### config.mk
export PLATFORM = sky130hd
export DESIGN_NAME = mem_port_arbiter
export DESIGN_NICKNAME = d
export VERILOG_FILES = /design/src/rtl/mem_port_arbiter.sv
export SDC_FILE = /design/constraint.sdc
export NUM_CORES = 1
export LEC_CHECK = 0
export BUFFER_PORTS_ARGS = -buffer_cell sky130_fd_sc_hd__clkbuf_2
export CAP_MARGIN = 20
export CORE_MARGIN = 4
export CORE_UTILIZATION = 34
export CTS_CLUSTER_DIAMETER = 50
export DETAILED_ROUTE_END_ITERATION = 6
export PLACE_DENSITY = 0.59
export REMOVE_ABC_BUFFERS = 1
export SLEW_MARGIN = 20
export SYNTH_ARGS = -nofsm -noshare
export SYNTH_HDL_FRONTEND = slang
export SYNTH_SLANG_ARGS = --single-unit
### constraint.sdc
create_clock -name clk -period 2.3 [get_ports clk]
set_clock_uncertainty 0.15 [all_clocks]
set_input_delay 0.23 -clock clk [delete_from_list [all_inputs] [get_ports clk]]
set_output_delay 0.23 -clock clk [all_outputs]
set_load 0.05 [all_outputs]
### src/rtl/mem_port_arbiter.sv
// ============================================================================
// Module   : mem_port_arbiter
// Purpose  : Shares one single-ported memory between instruction fetch and
//            data access. Data has priority. Optional IF anti-starvation guard
//            is enabled by defining MEM_ARB_STARVE_GUARD_EN.
// Revision : 1.0 - initial release
// ============================================================================
`default_nettype none

module mem_port_arbiter #(
  parameter int ADDR_W      = 32,
  parameter int DATA_W      = 32,
  parameter int MAX_DSTREAK = 4
) (
  input  logic              clk,
  input  logic              rst_n,
  input  logic              i_if_req,
  input  logic [ADDR_W-1:0] i_if_addr,
  output logic [DATA_W-1:0] o_if_rdata,
  output logic              o_if_done,
  input  logic              i_dm_req,
  input  logic              i_dm_we,
  input  logic [ADDR_W-1:0] i_dm_addr,
  input  logic [DATA_W-1:0] i_dm_wdata,
  output logic [DATA_W-1:0] o_dm_rdata,
  output logic              o_dm_done,
  output logic              o_mem_req,
  output logic              o_mem_we,
  output logic [ADDR_W-1:0] o_mem_addr,
  output logic [DATA_W-1:0] o_mem_wdata,
  input  logic [DATA_W-1:0] i_mem_rdata,
  input  logic              i_mem_ack,
  output logic              o_stall,
  output logic              o_busy
);

  localparam logic [1:0] c_IDLE   = 2'd0;
  localparam logic [1:0] c_BUSY_I = 2'd1;
  localparam logic [1:0] c_BUSY_D = 2'd2;
  localparam logic [1:0] c_RESP   = 2'd3;

  localparam int                  c_STREAK_W   = $clog2(MAX_DSTREAK + 1);
  localparam logic [c_STREAK_W-1:0] c_STREAK_MAX = c_STREAK_W'(MAX_DSTREAK);

  logic [1:0]            r_state;
  logic [1:0]            w_next;
  logic                  r_is_d;
  logic                  r_mem_we;
  logic [ADDR_W-1:0]     r_mem_addr;
  logic [DATA_W-1:0]     r_mem_wdata;
  logic [DATA_W-1:0]     r_if_rdata;
  logic [DATA_W-1:0]     r_dm_rdata;
  logic [c_STREAK_W-1:0] r_streak;
  logic                  w_idle;
  logic                  w_force_if;
  logic                  w_grant_d;
  logic                  w_grant_i;

  assign w_idle = (r_state == c_IDLE);

`ifdef MEM_ARB_STARVE_GUARD_EN
  assign w_force_if = i_if_req && (r_streak == c_STREAK_MAX);
`else
  assign w_force_if = 1'b0;
`endif

  assign w_grant_d = w_idle & i_dm_req & ~w_force_if;
  assign w_grant_i = w_idle & i_if_req & ~w_grant_d;

  always_ff @(posedge clk or negedge rst_n) begin
    if (!rst_n) r_state <= c_IDLE;
    else        r_state <= w_next;
  end

  always_comb begin
    w_next = r_state;
    case (r_state)
      c_IDLE: begin
        if (w_grant_d)      w_next = c_BUSY_D;
        else if (w_grant_i) w_next = c_BUSY_I;
      end
      c_BUSY_I, c_BUSY_D: begin
        if (i_mem_ack) w_next = c_RESP;
      end
      default: w_next = c_IDLE;
    endcase
  end

  always_comb begin
    o_mem_req = 1'b0;
    o_if_done = 1'b0;
    o_dm_done = 1'b0;
    o_busy    = 1'b1;
    case (r_state)
      c_IDLE:             o_busy    = 1'b0;
      c_BUSY_I, c_BUSY_D: o_mem_req = 1'b1;
      default: begin
        o_if_done = ~r_is_d;
        o_dm_done = r_is_d;
      end
    endcase
  end

  // Request copies are latched at grant so requester changes mid-access are harmless.
  always_ff @(posedge clk or negedge rst_n) begin
    if (!rst_n) begin
      r_is_d      <= 1'b0;
      r_mem_we    <= 1'b0;
      r_mem_addr  <= '0;
      r_mem_wdata <= '0;
      r_if_rdata  <= '0;
      r_dm_rdata  <= '0;
    end else begin
      if (w_grant_d) begin
        r_is_d      <= 1'b1;
        r_mem_we    <= i_dm_we;
        r_mem_addr  <= i_dm_addr;
        r_mem_wdata <= i_dm_wdata;
      end else if (w_grant_i) begin
        r_is_d     <= 1'b0;
        r_mem_we   <= 1'b0;
        r_mem_addr <= i_if_addr;
      end
      if (i_mem_ack && (r_state == c_BUSY_I))
        r_if_rdata <= i_mem_rdata;
      if (i_mem_ack && (r_state == c_BUSY_D) && !r_mem_we)
        r_dm_rdata <= i_mem_rdata;
    end
  end

  always_ff @(posedge clk or negedge rst_n) begin
    if (!rst_n) begin
      r_streak <= '0;
    end else if (w_grant_i) begin
      r_streak <= '0;
    end else if (w_grant_d) begin
      if (!i_if_req)                    r_streak <= '0;
      else if (r_streak != c_STREAK_MAX) r_streak <= r_streak + 1'b1;
    end
  end

  assign o_mem_we    = r_mem_we;
  assign o_mem_addr  = r_mem_addr;
  assign o_mem_wdata = r_mem_wdata;
  assign o_if_rdata  = r_if_rdata;
  assign o_dm_rdata  = r_dm_rdata;
  assign o_stall     = (i_if_req & ~o_if_done) | (i_dm_req & ~o_dm_done);

endmodule

`default_nettype wire

# Word level (Yosys, flattened, before mapping)

Cells that the tools add are included.

Register bits after elaboration: 132
Bits in latches: 0
RAM bits: 0
ROM bits: 0
Bits of input ports: 134
Memories: 0

$add $sub $neg: 0
Multiply operators: 0
Div/mod/pow operators: 0
Order comparisons: 0
Equal/unequal tests: 4
Shift operators: 0
Mux-type cells: 13
Bitwise gates (word level): 10
Reductions and logical operators: 9

Operators by type and width:

| operator                                               | count |
|---|---|
| two-way mux 32 bit                                     | 2 |
| two-way mux 1 bit                                      | 7 |
| two-way mux 2 bit                                      | 3 |
| bitwise AND 1 bit                                      | 5 |
| inverter 1 bit                                         | 4 |
| one-hot mux 2 bit (2 select lines)                     | 1 |
| logical AND 1 bit                                      | 3 |
| inequality test 3 x 1 -> 1 bit (second input constant) | 1 |
| OR reduction 3 bit                                     | 1 |
| == test 2 x 1 -> 1 bit (second input constant)         | 1 |
| == test 2 bit (second input constant)                  | 1 |
| logical NOT 2 bit                                      | 1 |
| inequality test 2 bit (second input constant)          | 1 |
| AND reduction 2 bit                                    | 1 |
| nonzero test 2 bit                                     | 1 |
| OR reduction 2 bit                                     | 1 |
| logical NOT 1 bit                                      | 1 |
| OR 1 bit                                               | 1 |

# Longest topological paths before layout

Gate-level depths: netlist of the first run.

Depth in word-level cells: 7
Mapped depth: 7

# Least setup slack after synthesis of the first run

No wires, ideal clock.

Kind: register to register
Start point: register r_state[0]
End point: register r_state[0]
Arrival: 1,635 ps
Data required time: 2,079 ps
Setup slack: 444 ps
Stages on the path, launching flop included: 5
Period minus slack after synthesis: 1,856 ps
Path through: dfrtp_1 > inv_1 > ha_1 > or4_1 > nand4_1

Longest elaborated chain between the ends: 6
Elaborated cells on any way between the ends: 13
Those cells by class: eq/ne (4); mux (2); bitwise (4); reduce/logical (3)

Ends and longest elaborated chain:

| item                                     | line   | RTL |
|---|---|---|
| start: declaration                       | 45     | `logic [1:0] r_state;` |
| start signal: assignment                 | 71     | `if (!rst_n) r_state <= c_IDLE;` |
| start signal: assignment                 | 72     | `else r_state <= w_next;` |
| logical NOT 2 bit                        | 59, 77 |  |
| bitwise AND 1 bit                        | 67     | `assign w_grant_d = w_idle & i_dm_req & ~w_force_if;` |
| inverter 1 bit                           | 68     | `assign w_grant_i = w_idle & i_if_req & ~w_grant_d;` |
| bitwise AND 1 bit                        | 68     |  |
| inequality test 3 x 1 -> 1 bit (no line) | n/a    |  |
| AND reduction 2 bit (no line)            | n/a    |  |

Parallel ways exist; a longest one is shown, timed or not.
A chain may end at the register's enable or synchronous reset.

# Worst setup path after layout of the first run

Start point: register r_state[1]
End point: register r_mem_addr[1], in the netlist o_mem_addr[1]

Longest elaborated chain between the ends: 5
Elaborated cells on any way between the ends: 7
Those cells by class: mux (1); bitwise (4); reduce/logical (2)

Ends and longest elaborated chain:

| item                         | line | RTL |
|---|---|---|
| logical NOT 2 bit *          | 59   | `assign w_idle = (r_state == c_IDLE);` |
| bitwise AND 1 bit            | 67   |  |
| inverter 1 bit               | 68   |  |
| bitwise AND 1 bit            | 68   |  |
| nonzero test 2 bit (no line) | n/a  |  |
| end signal: assignment       | 117  | `r_mem_addr <= i_dm_addr;` |
| end signal: assignment       | 122  | `r_mem_addr <= i_if_addr;` |
| end: declaration             | 49   | `logic [ADDR_W-1:0] r_mem_addr;` |

Every way passes the cells marked *; elsewhere a longest branch is shown, timed or not.

==> impl_metrics.csv, run 1 <==
group,metric,value,unit
status,status,"finished clean",
global_route,grt_first_pass_wirelength,26210,microns
timing,setup_tns,0,ns
cells_and_area,stdcell_area,8921,sq um
synth,yosys.area.top_type,"dfrtp_1",
clock_network,clk_latency,0.41,ns
clock_network,cts_max_path_buffers,2,
pwr,p_leak,0.004585,uW
pwr,ir_drop,1.058,mV
clock_network,path_clk_slew,0.06,ns
detailed_routing,drtAntennaViolNets,0,
cells_and_area,syn2layout_area_growth,65.89,%
synth,yosys_warnings,0,
synth,synth.top_cell.area_share,0.6142,
critical_path,worstRegToRegCells,6,
pwr,powerDensity,1699,nW/um^2
placement,dp_hpwl,10850,microns
timing,rsz0062_at_grt,"no",
detailed_routing,wl,16180,microns
timing,worst_pin_slew,0.4654,ns
detailed_routing,vias_per_cell,4.554,
timing,hold_ws,0.01691,ns
timing,setup_viol,0,
global_route,antenna_found_initial,0,
clock_network,cts_num_sinks,132,
critical_path,crit_slowest_cell,"dlygate4sd3_1",
critical_path,crit_cells,6,
clock_network,tritoncts,"yes",
critical_path,crit_end,"o_mem_addr[1]",
die,design.core.area,15370,sq um
clock_network,cts_root_buf,"clkbuf_16",
critical_path,required,2.43,ns
synth,ys_ff_latch,132,
critical_path,crit_type,"reg2reg",
critical_path,path_buf_inv,2,
placement,io_buffers,267,
global_route,grt_pass1_vias,5079,
timing,relSlewSlack,0.6886,
global_route,grt_max_degree,48,
critical_path,path_max_fanout,11,
critical_path,crit_arrival,2.26,ns
detailed_routing,drc,0,
critical_path,cp-start-kind,"flip-flop",
global_route,overflow,0,
critical_path,startpoint,"r_state[1]",
critical_path,critPathMaxStageDelay,0.57,ns
global_route,grt_usage,0.1850,
cells_and_area,fillers,1198,
pwr,finalPower,15160,uW
synth,yosys-top-cells-area,"dfrtp_1 (61%), mux2_2 (17%), mux2i_1 (6.1%), mux2_4 (4.7%), o21ai_0 (3.0%)",
placement,place_congestion,0.7626,
critical_path,r2r_end,"o_mem_addr[1]",
die,rows,45,
timing,fin_crit,2.127,ns
synth,avgSynthCellArea,14.34,sq um
synth,ys_types,25,
timing,timing.final.ws_setup,0.1728,ns
detailed_routing,via_count,4559,
die,die_area,17890,sq um
synth,synth_cells,375,
cells_and_area,n_antenna_cell,0,
clock_network,cts_setup_buffers,0,
timing,fmaxAchievable,470.1,MHz
critical_path,cp_cell_sequence,"inv_1 > ha_4 > nand2_4 > mux2i_1 > dlygate4sd3_1 > o21ai_0",
synth,syn_area,5378,sq um
timing,slew_viol_final,0,
die,die_width,133.8,microns
die,die_y,133.8,microns
critical_path,reg2reg_from,"r_state[1]",
critical_path,end_kind,"flip-flop",
placement,placed_area,7056,sq um
cells_and_area,drive_gt1_frac,0.5114,
die,num_io_pins,268,
clock_network,cts_buffers,17,
die,start_util,0.3499,
detailed_routing,drt_iter0_markers,113,
timing,period_share,0.9249,
critical_path,rrSetupSlack,0.17,ns
cells_and_area,final_nets,920,
run,drv_cap,0,
clock_network,htreeDepth,4,
placement,post-place-ws,0.3083,ns
synth,synth-seq-area-share,0.6142,
detailed_routing,first_pass_iters,5,
detailed_routing,post_drt_wl_per_cell,16.17,microns
timing,finalHoldViolations,0,
critical_path,critPathTopFamily,"buffers and inverters",
min_path,hold_path_class,"in2reg",
[worst min path at each step]
stage / endpoint / startpoint / cells after the start
global route: o_mem_addr[23] / i_if_addr[23] / 3
floorplan: o_dm_rdata[0] / rst_n / 0
finish: o_mem_addr[23] / i_dm_addr[23] / 3
detailed placement: o_dm_rdata[8] / rst_n / 1
global placement: o_dm_rdata[8] / rst_n / 1
CTS: o_mem_addr[23] / i_dm_addr[23] / 3
[cell type report]
class	instances	area (sq um)	area share
clock inverter	5	77.57	0.008696
sequential	132	3303	0.3703
clock buffer	22	484.2	0.05428
inverter	3	11.26	0.001262
multi-input combinational	220	1969	0.2208
timing repair buffer	408	2811	0.3151
tap	211	264.0	0.02959
[cell families (layout without fill, tap and decap cells)]
family                     Yosys count  in the layout  synth area share
DFF                                132            132            0.6142
and+or+nand+nor                     49             49           0.03909
muxes                              129            129            0.2743
AOI/OAI and AO/OA                   38             38           0.03769
adders and majority gates            4              4          0.009307
buffers and inverters               23            438           0.02536
[placed cells by master (no fill, tap or decap)]
cell	instances
clkbuf_16	17
nand2_4	1
clkinv_2	2
a21oi_1	1
mux2i_1	33
nand3_1	1
inv_1	3
and2_1	2
mux2_4	17
o21ai_0	32
buf_6	1
nand2_1	37
clkbuf_8	4
buf_4	5
clkbuf_2	266
or4_1	1
ha_4	1
buf_12	7
nand3b_1	3
nor2b_1	1
mux2_2	79
ha_1	3
o21ai_4	1
clkbuf_1	1
o211ai_1	1
a21o_1	1
nor2_1	2
clkinvlp_4	1
dlygate4sd3_1	129
nand4_1	1
a22o_1	1
a32oi_1	1
bufinv_16	2
dfrtp_1	132
[repair_timing]
action / CTS / global route
hold endpoints to repair: 261 / 0
gates resized for setup: 0 / 2
hold buffers: 129 / 0
endpoints found under the setup margin: 0 / 4
[report_power, final]
part / leakage, uW / total [uW] / switching, uW / internal, uW
Sequential: 0.00158 / 4200 / 685 / 3520
Clock: 0.000276 / 2590 / 919 / 1670
Combinational: 0.00273 / 8360 / 5950 / 2410
[per-stage QoR]
step	util	std cells
3_5_place_dp	0.4590	845
6_report	0.5804	1001
5_1_grt	0.5804	1001
4_1_cts	0.5796	1001
3_3_place_gp	0.4590	845
2_1_floorplan	-	355
[flip-flops by register name, indices dropped and copies added (netlist names)]
name and flops:
o_dm_rdata 32, o_if_rdata 32, o_mem_addr 32, o_mem_wdata 32, r_state 2, o_mem_we 1, r_is_d 1
[per-layer routing]
metal | global-route usage | share of wire | vias up
li1 | - | - | 2124
met1 | 0.2151 | 0.40 | 2174
met2 | 0.3130 | 0.49 | 230
met3 | 0.06760 | 0.092 | 31
met4 | 0.06857 | 0.021 | 0
met5 | 0 | 0 | -
[worst reg2reg max path, stage by stage (launching register included)]
cell           delay, ns
dfrtp_1             0.43
inv_1               0.12
ha_4                0.22
nand2_4             0.21
mux2i_1             0.22
dlygate4sd3_1       0.57
o21ai_0             0.08
[Yosys cell counts]
| cell type | n |
|---|---|
| dfrtp_1 | 132 |
| mux2_2 | 79 |
| nand2_1 | 38 |
| mux2i_1 | 33 |
| o21ai_0 | 32 |
| mux2_4 | 17 |
| buf_2 | 7 |
| clkbuf_1 | 6 |
| buf_6 | 4 |
| ha_1 | 4 |
| buf_4 | 3 |
| inv_1 | 3 |
| nand3b_1 | 3 |
| and2_1 | 2 |
| nor2_1 | 2 |
| a21o_1 | 1 |
| a21oi_1 | 1 |
| a22o_1 | 1 |
| a32oi_1 | 1 |
| nand3_1 | 1 |
| nand4_1 | 1 |
| nor2b_1 | 1 |
| o211ai_1 | 1 |
| o21ai_1 | 1 |
| or4_1 | 1 |
(Power assumes the default switching activity.)
==> inputs of run 2 (changes only) <==
CELL_PAD_IN_SITES_DETAIL_PLACEMENT = 1   (was unset)
CELL_PAD_IN_SITES_GLOBAL_PLACEMENT = 1   (was unset)
GPL_TIMING_DRIVEN = 1   (was unset)
PLACE_DENSITY = 0.75   (was 0.59)
==> run 2 against run 1 <==
Against the previous run:
- non-clock buffer count down 4
- register-to-register slack improved by 0.02 ns
- critical path depth did not move
==> impl_metrics.csv, run 2 (synthesis gave the netlist of run 1 again) <==
group,metric,value,unit
critical_path,rrSetupSlack,0.19,ns
cells_and_area,final_nets,916,
die,die_width,133.8,microns
pwr,ir_drop,1.196,mV
clock_network,cts_root_buf,"clkbuf_16",
min_path,min_path_cells,3,
clock_network,htreeDepth,4,
cells_and_area,fillers,1610,
detailed_routing,vias_per_cell,4.758,
clock_network,cts_buffers,17,
die,die_area,17890,sq um
timing,slew_viol_final,0,
detailed_routing,wl,20730,microns
global_route,grt_pass1_vias,5691,
die,rows,45,
critical_path,path_max_fanout,17,
die,design.core.area,15370,sq um
clock_network,cts_num_sinks,132,
detailed_routing,drt_iter0_markers,116,
timing,worst_pin_slew,0.5022,ns
placement,place_congestion,0.7870,
critical_path,r2r_end,"o_mem_addr[7]",
timing,finalHoldViolations,0,
critical_path,cp-start-kind,"flip-flop",
timing,rsz0062_at_grt,"no",
global_route,grt_first_pass_wirelength,32220,microns
timing,setup_tns,0,ns
cells_and_area,syn2layout_area_growth,65.73,%
timing,timing.final.ws_setup,0.1923,ns
detailed_routing,drtAntennaViolNets,0,
placement,dp_hpwl,12020,microns
placement,placed_area,7008,sq um
timing,fmaxAchievable,474.5,MHz
global_route,overflow,0,
cells_and_area,mostFrequentLayoutCells,"clkbuf_2 (266), dfrtp_1 (132), dlygate4sd3_1 (128)",
clock_network,tritoncts,"yes",
critical_path,crit_arrival,2.24,ns
global_route,grt_usage,0.2341,
detailed_routing,first_pass_iters,4,
placement,io_buffers,267,
min_path,hold_start,"i_dm_addr[5]",
detailed_routing,drc,0,
detailed_routing,via_count,4777,
critical_path,end_kind,"flip-flop",
detailed_routing,post_drt_wl_per_cell,20.65,microns
min_path,hold_path_class,"in2reg",
pwr,powerDensity,1751,nW/um^2
global_route,antenna_found_initial,2,
timing,period_share,0.9164,
critical_path,required,2.43,ns
status,status,"finished clean",
clock_network,cts_max_path_buffers,2,
cells_and_area,layout_commonest_cell,"clkbuf_2",
global_route,grt_max_degree,66,
critical_path,worstRegToRegCells,6,
die,num_io_pins,268,
critical_path,crit_type,"reg2reg",
critical_path,reg2reg_from,"r_state[1]",
placement,post-place-ws,0.2386,ns
pwr,p_leak,0.004566,uW
cells_and_area,drive_gt1_frac,0.5133,
clock_network,clk_latency,0.41,ns
die,start_util,0.3499,
run,drv_cap,0,
die,die_y,133.8,microns
cells_and_area,stdcell_area,8912,sq um
timing,relSlewSlack,0.6652,
timing,setup_viol,0,
clock_network,path_clk_slew,0.07,ns
timing,fin_crit,2.108,ns
min_path,min_to,"o_mem_addr[5]",
run 2: repair_timing:
item                                   CTS  global route
hold buffers                           128             0
setup endpoints to repair                0             1
endpoints found under the hold margin  179             0
resized for setup                        0             1
setup buffers                            0             0
run 2: through the flow:
stage          utilization  hold slack, ns  power, uW  cells
2_1_floorplan            -         -0.2156      10250    355
3_3_place_gp        0.4559         0.05864      12160    842
3_5_place_dp        0.4559         0.05728      12420    842
4_1_cts             0.5793       0.0007642      15430   1002
5_1_grt             0.5798         0.03742      16260   1004
6_report            0.5798         0.02760      15600   1004
run 2: worst max-delay path: stages, from the launching register on:
cell and delay, ns:
dfrtp_1 0.44, inv_1 0.12, ha_2 0.30, nand2_4 0.22
buf_4 0.27, mux2i_1 0.14, o21ai_0 0.34
run 2: per-layer routing:
metal	track usage	wire length [microns]	vias to the layer above
met3	0.08119	1787	53
met1	0.2571	7762	2356
li1	-	-	2124
met5	0	0	-
met4	0.1040	729	0
met2	0.4088	10450	244
run 2: area by class of cell:
cell class / count / area, sq um / area share
Clock buffer: 19 / 442.9 / 0.04970
Multi-Input combinational cell: 220 / 1959 / 0.2199
Tap cell: 211 / 264.0 / 0.02962
Sequential cell: 132 / 3303 / 0.3706
Antenna cell: 2 / 5.005 / 0.0005616
Timing Repair Buffer: 404 / 2754 / 0.3090
Inverter: 3 / 11.26 / 0.001264
Clock inverter: 13 / 172.7 / 0.01937
run 2: worst max-delay path by stage:
| stage | from | end | slack [ns] | cells past startpoint |
|---|---|---|---|---|
| floorplan | r_state[0] | o_mem_addr[0] | -1.09 | 5 |
| global placement | r_state[0] | o_mem_wdata[0] | 0.33 | 5 |
| detailed placement | r_state[0] | o_mem_wdata[11] | 0.24 | 5 |
| CTS | r_state[0] | o_mem_wdata[13] | 0.23 | 5 |
| global route | r_state[1] | o_mem_addr[7] | 0.06 | 6 |
| finish | r_state[1] | o_mem_addr[7] | 0.19 | 6 |
run 2: where the power goes:
part | internal [uW] | leakage, uW | switching [uW]
registers | 3510 | 0.00158 | 807
clock network | 1750 | 0.000287 | 1050
logic | 2330 | 0.00270 | 6150
==> inputs of run 3 (changes only) <==
CORE_UTILIZATION = 35   (was 34)
PLACE_DENSITY = 0.77   (was 0.75)
==> run 3 against run 2 <==
Against the previous run:
- global-route usage fell by 0.67 points
- cell count fell by 3.0%
- non-clock buffer count fell by 4
- first-iteration DRC count fell by 18%
- clock-buffer cell count did not move
- highest routed layer unchanged
- sequential share of layout area rose by 0.53 points
- setup slack got worse by 0.0034 ns
==> impl_metrics.csv, run 3 (synthesis gave the netlist of run 1 again) <==
group,metric,value,unit
cells_and_area,drive_gt1_frac,0.5178,
placement,io_buffers,267,
cells_and_area,syn2layout_area_growth,63.38,%
timing,rsz0062_at_grt,"no",
clock_network,hold_buffers,122,
clock_network,cts_resized,0,
timing,setup_viol,0,
detailed_routing,via_count,4707,
die,design.core.area,15150,sq um
die,die_width,132.0,microns
critical_path,end_kind,"flip-flop",
clock_network,cts_buffers,17,
clock_network,cts_max_path_buffers,2,
global_route,grt_usage,0.2274,
pwr,finalPower,15290,uW
die,rows,45,
pwr,clockPowerShare,0.167,
pwr,switchingPower,7907,uW
global_route,overflow,0,
timing,period_share,0.9179,
status,status,"finished clean",
pwr,combPwrFrac,0.553,
critical_path,required,2.44,ns
clock_network,tritoncts,"yes",
cells_and_area,mostFrequentLayoutCells,"clkbuf_2 (266), dfrtp_1 (132), dlygate4sd3_1 (122)",
die,die_y,132.0,microns
detailed_routing,wl,19670,microns
clock_network,cts_num_sinks,132,
pwr,p_seq_frac,0.280,
critical_path,cp-start-kind,"flip-flop",
pwr,powerDensity,1741,nW/um^2
timing,relSlewSlack,0.6584,
pwr,ir_drop,0.7024,mV
detailed_routing,drc,0,
clock_network,cts_setup_buffers,0,
detailed_routing,drtAntennaViolNets,0,
die,num_io_pins,268,
placement,dp_hpwl,12010,microns
pwr,swShare,0.5170,
timing,timing.final.ws_setup,0.1889,ns
critical_path,crit_type,"reg2reg",
min_path,hold_path_class,"in2reg",
placement,place_congestion,0.7526,
global_route,antenna_found_initial,0,
run,drv_cap,0,
cells_and_area,n_antenna_cell,0,
cells_and_area,fillers,1570,
timing,fin_crit,2.111,ns
die,die_area,17410,sq um
global_route,grt_max_degree,65,
timing,slew_viol_final,0,
global_route,grt_pass1_vias,5574,
timing,finalHoldViolations,0,
pwr,p_leak,0.004544,uW
detailed_routing,vias_per_cell,4.833,
cells_and_area,final_nets,912,
detailed_routing,first_pass_iters,4,
clock_network,htreeDepth,4,
clock_network,path_clk_slew,0.06,ns
timing,fmaxAchievable,473.7,MHz
pwr,intPower,7386,uW
placement,post-place-ws,0.2185,ns
detailed_routing,post_drt_wl_per_cell,20.20,microns
clock_network,cts_root_buf,"clkbuf_16",
clock_network,clk_latency,0.40,ns
timing,worst_pin_slew,0.5124,ns
cells_and_area,layout_commonest_cell,"clkbuf_2",
critical_path,path_max_fanout,15,
critical_path,crit_arrival,2.25,ns
detailed_routing,drt_iter0_markers,95,
global_route,grt_first_pass_wirelength,31140,microns
die,start_util,0.3551,
[run 3: cell types whose count changed in the layout (fill, tap and decap cells not counted), sizes merged, moves of 2 or more]
cell | previous run | this run
buf | 10 | 12
bufinv | 3 | 1
clkinv | 3 | 7
clkinvlp | 4 | 2
diode | 2 | 0
dlygate4sd3 | 128 | 122
[run 3: through the flow]
step | util | setup TNS [ns] | instances | hold slack, ns | instance area, sq um
after floorplan | - | -68.12 | 355 | -0.2156 | 5253
after global placement | 0.4626 | 0 | 821 | 0.06506 | 7007
after detailed placement | 0.4626 | 0 | 821 | 0.07467 | 7007
after CTS | 0.5801 | 0 | 974 | 0.0005549 | 8786
after global routing | 0.5801 | 0 | 974 | 0.03168 | 8786
final | 0.5801 | 0 | 974 | 0.01619 | 8786
[run 3: final cells by class]
cell class | instances | area (sq um) | area share
Tap cell | 188 | 235.2 | 0.02677
Sequential cell | 132 | 3303 | 0.3760
Timing Repair Buffer | 400 | 2721 | 0.3097
Multi-Input combinational cell | 220 | 1957 | 0.2227
Clock buffer | 19 | 452.9 | 0.05155
Inverter | 3 | 11.26 | 0.001282
Clock inverter | 12 | 105.1 | 0.01196
[run 3: power groups by stage]
stage          registers [uW]  clock network [uW]  logic, uW
2_1_floorplan            8150                   0       2110
3_3_place_gp             4130                   0       8040
3_5_place_dp             4240                   0       8180
4_1_cts                  4230                2620       8370
5_1_grt                  4400                2730       8840
6_report                 4280                2550       8460
[run 3: worst max-delay path, cell delays in order (launching register included)]
cell and delay (ns):
dfrtp_1 0.42, inv_1 0.11, ha_1 0.39, nand2_4 0.27, buf_4 0.26, mux2i_1 0.12
o21ai_0 0.26
[run 3: per-layer routing]
metal  vias up  GRT usage  wire [microns]
met3        49    0.07214            1571
met5         -          0               0
met2       248     0.3871            9632
li1       2112          -               -
met1      2298     0.2634            7831
met4         0     0.1004             639
[run 3: final timing paths]
check / slack [ns] / to / depth (start not counted) / from
max in group asynchronous: 1.17 / o_mem_wdata[2] / 3 / rst_n
hold reg to reg: 0.33 / o_mem_addr[6] / 2 / o_mem_addr[6]
hold / removal: 0.02 / o_mem_addr[24] / 3 / i_if_addr[24]
min in group asynchronous: 0.21 / o_if_rdata[15] / 2 / rst_n
setup / recovery: 0.19 / o_mem_addr[31] / 6 / r_state[0]
setup reg to reg: 0.19 / o_mem_addr[31] / 6 / r_state[0]
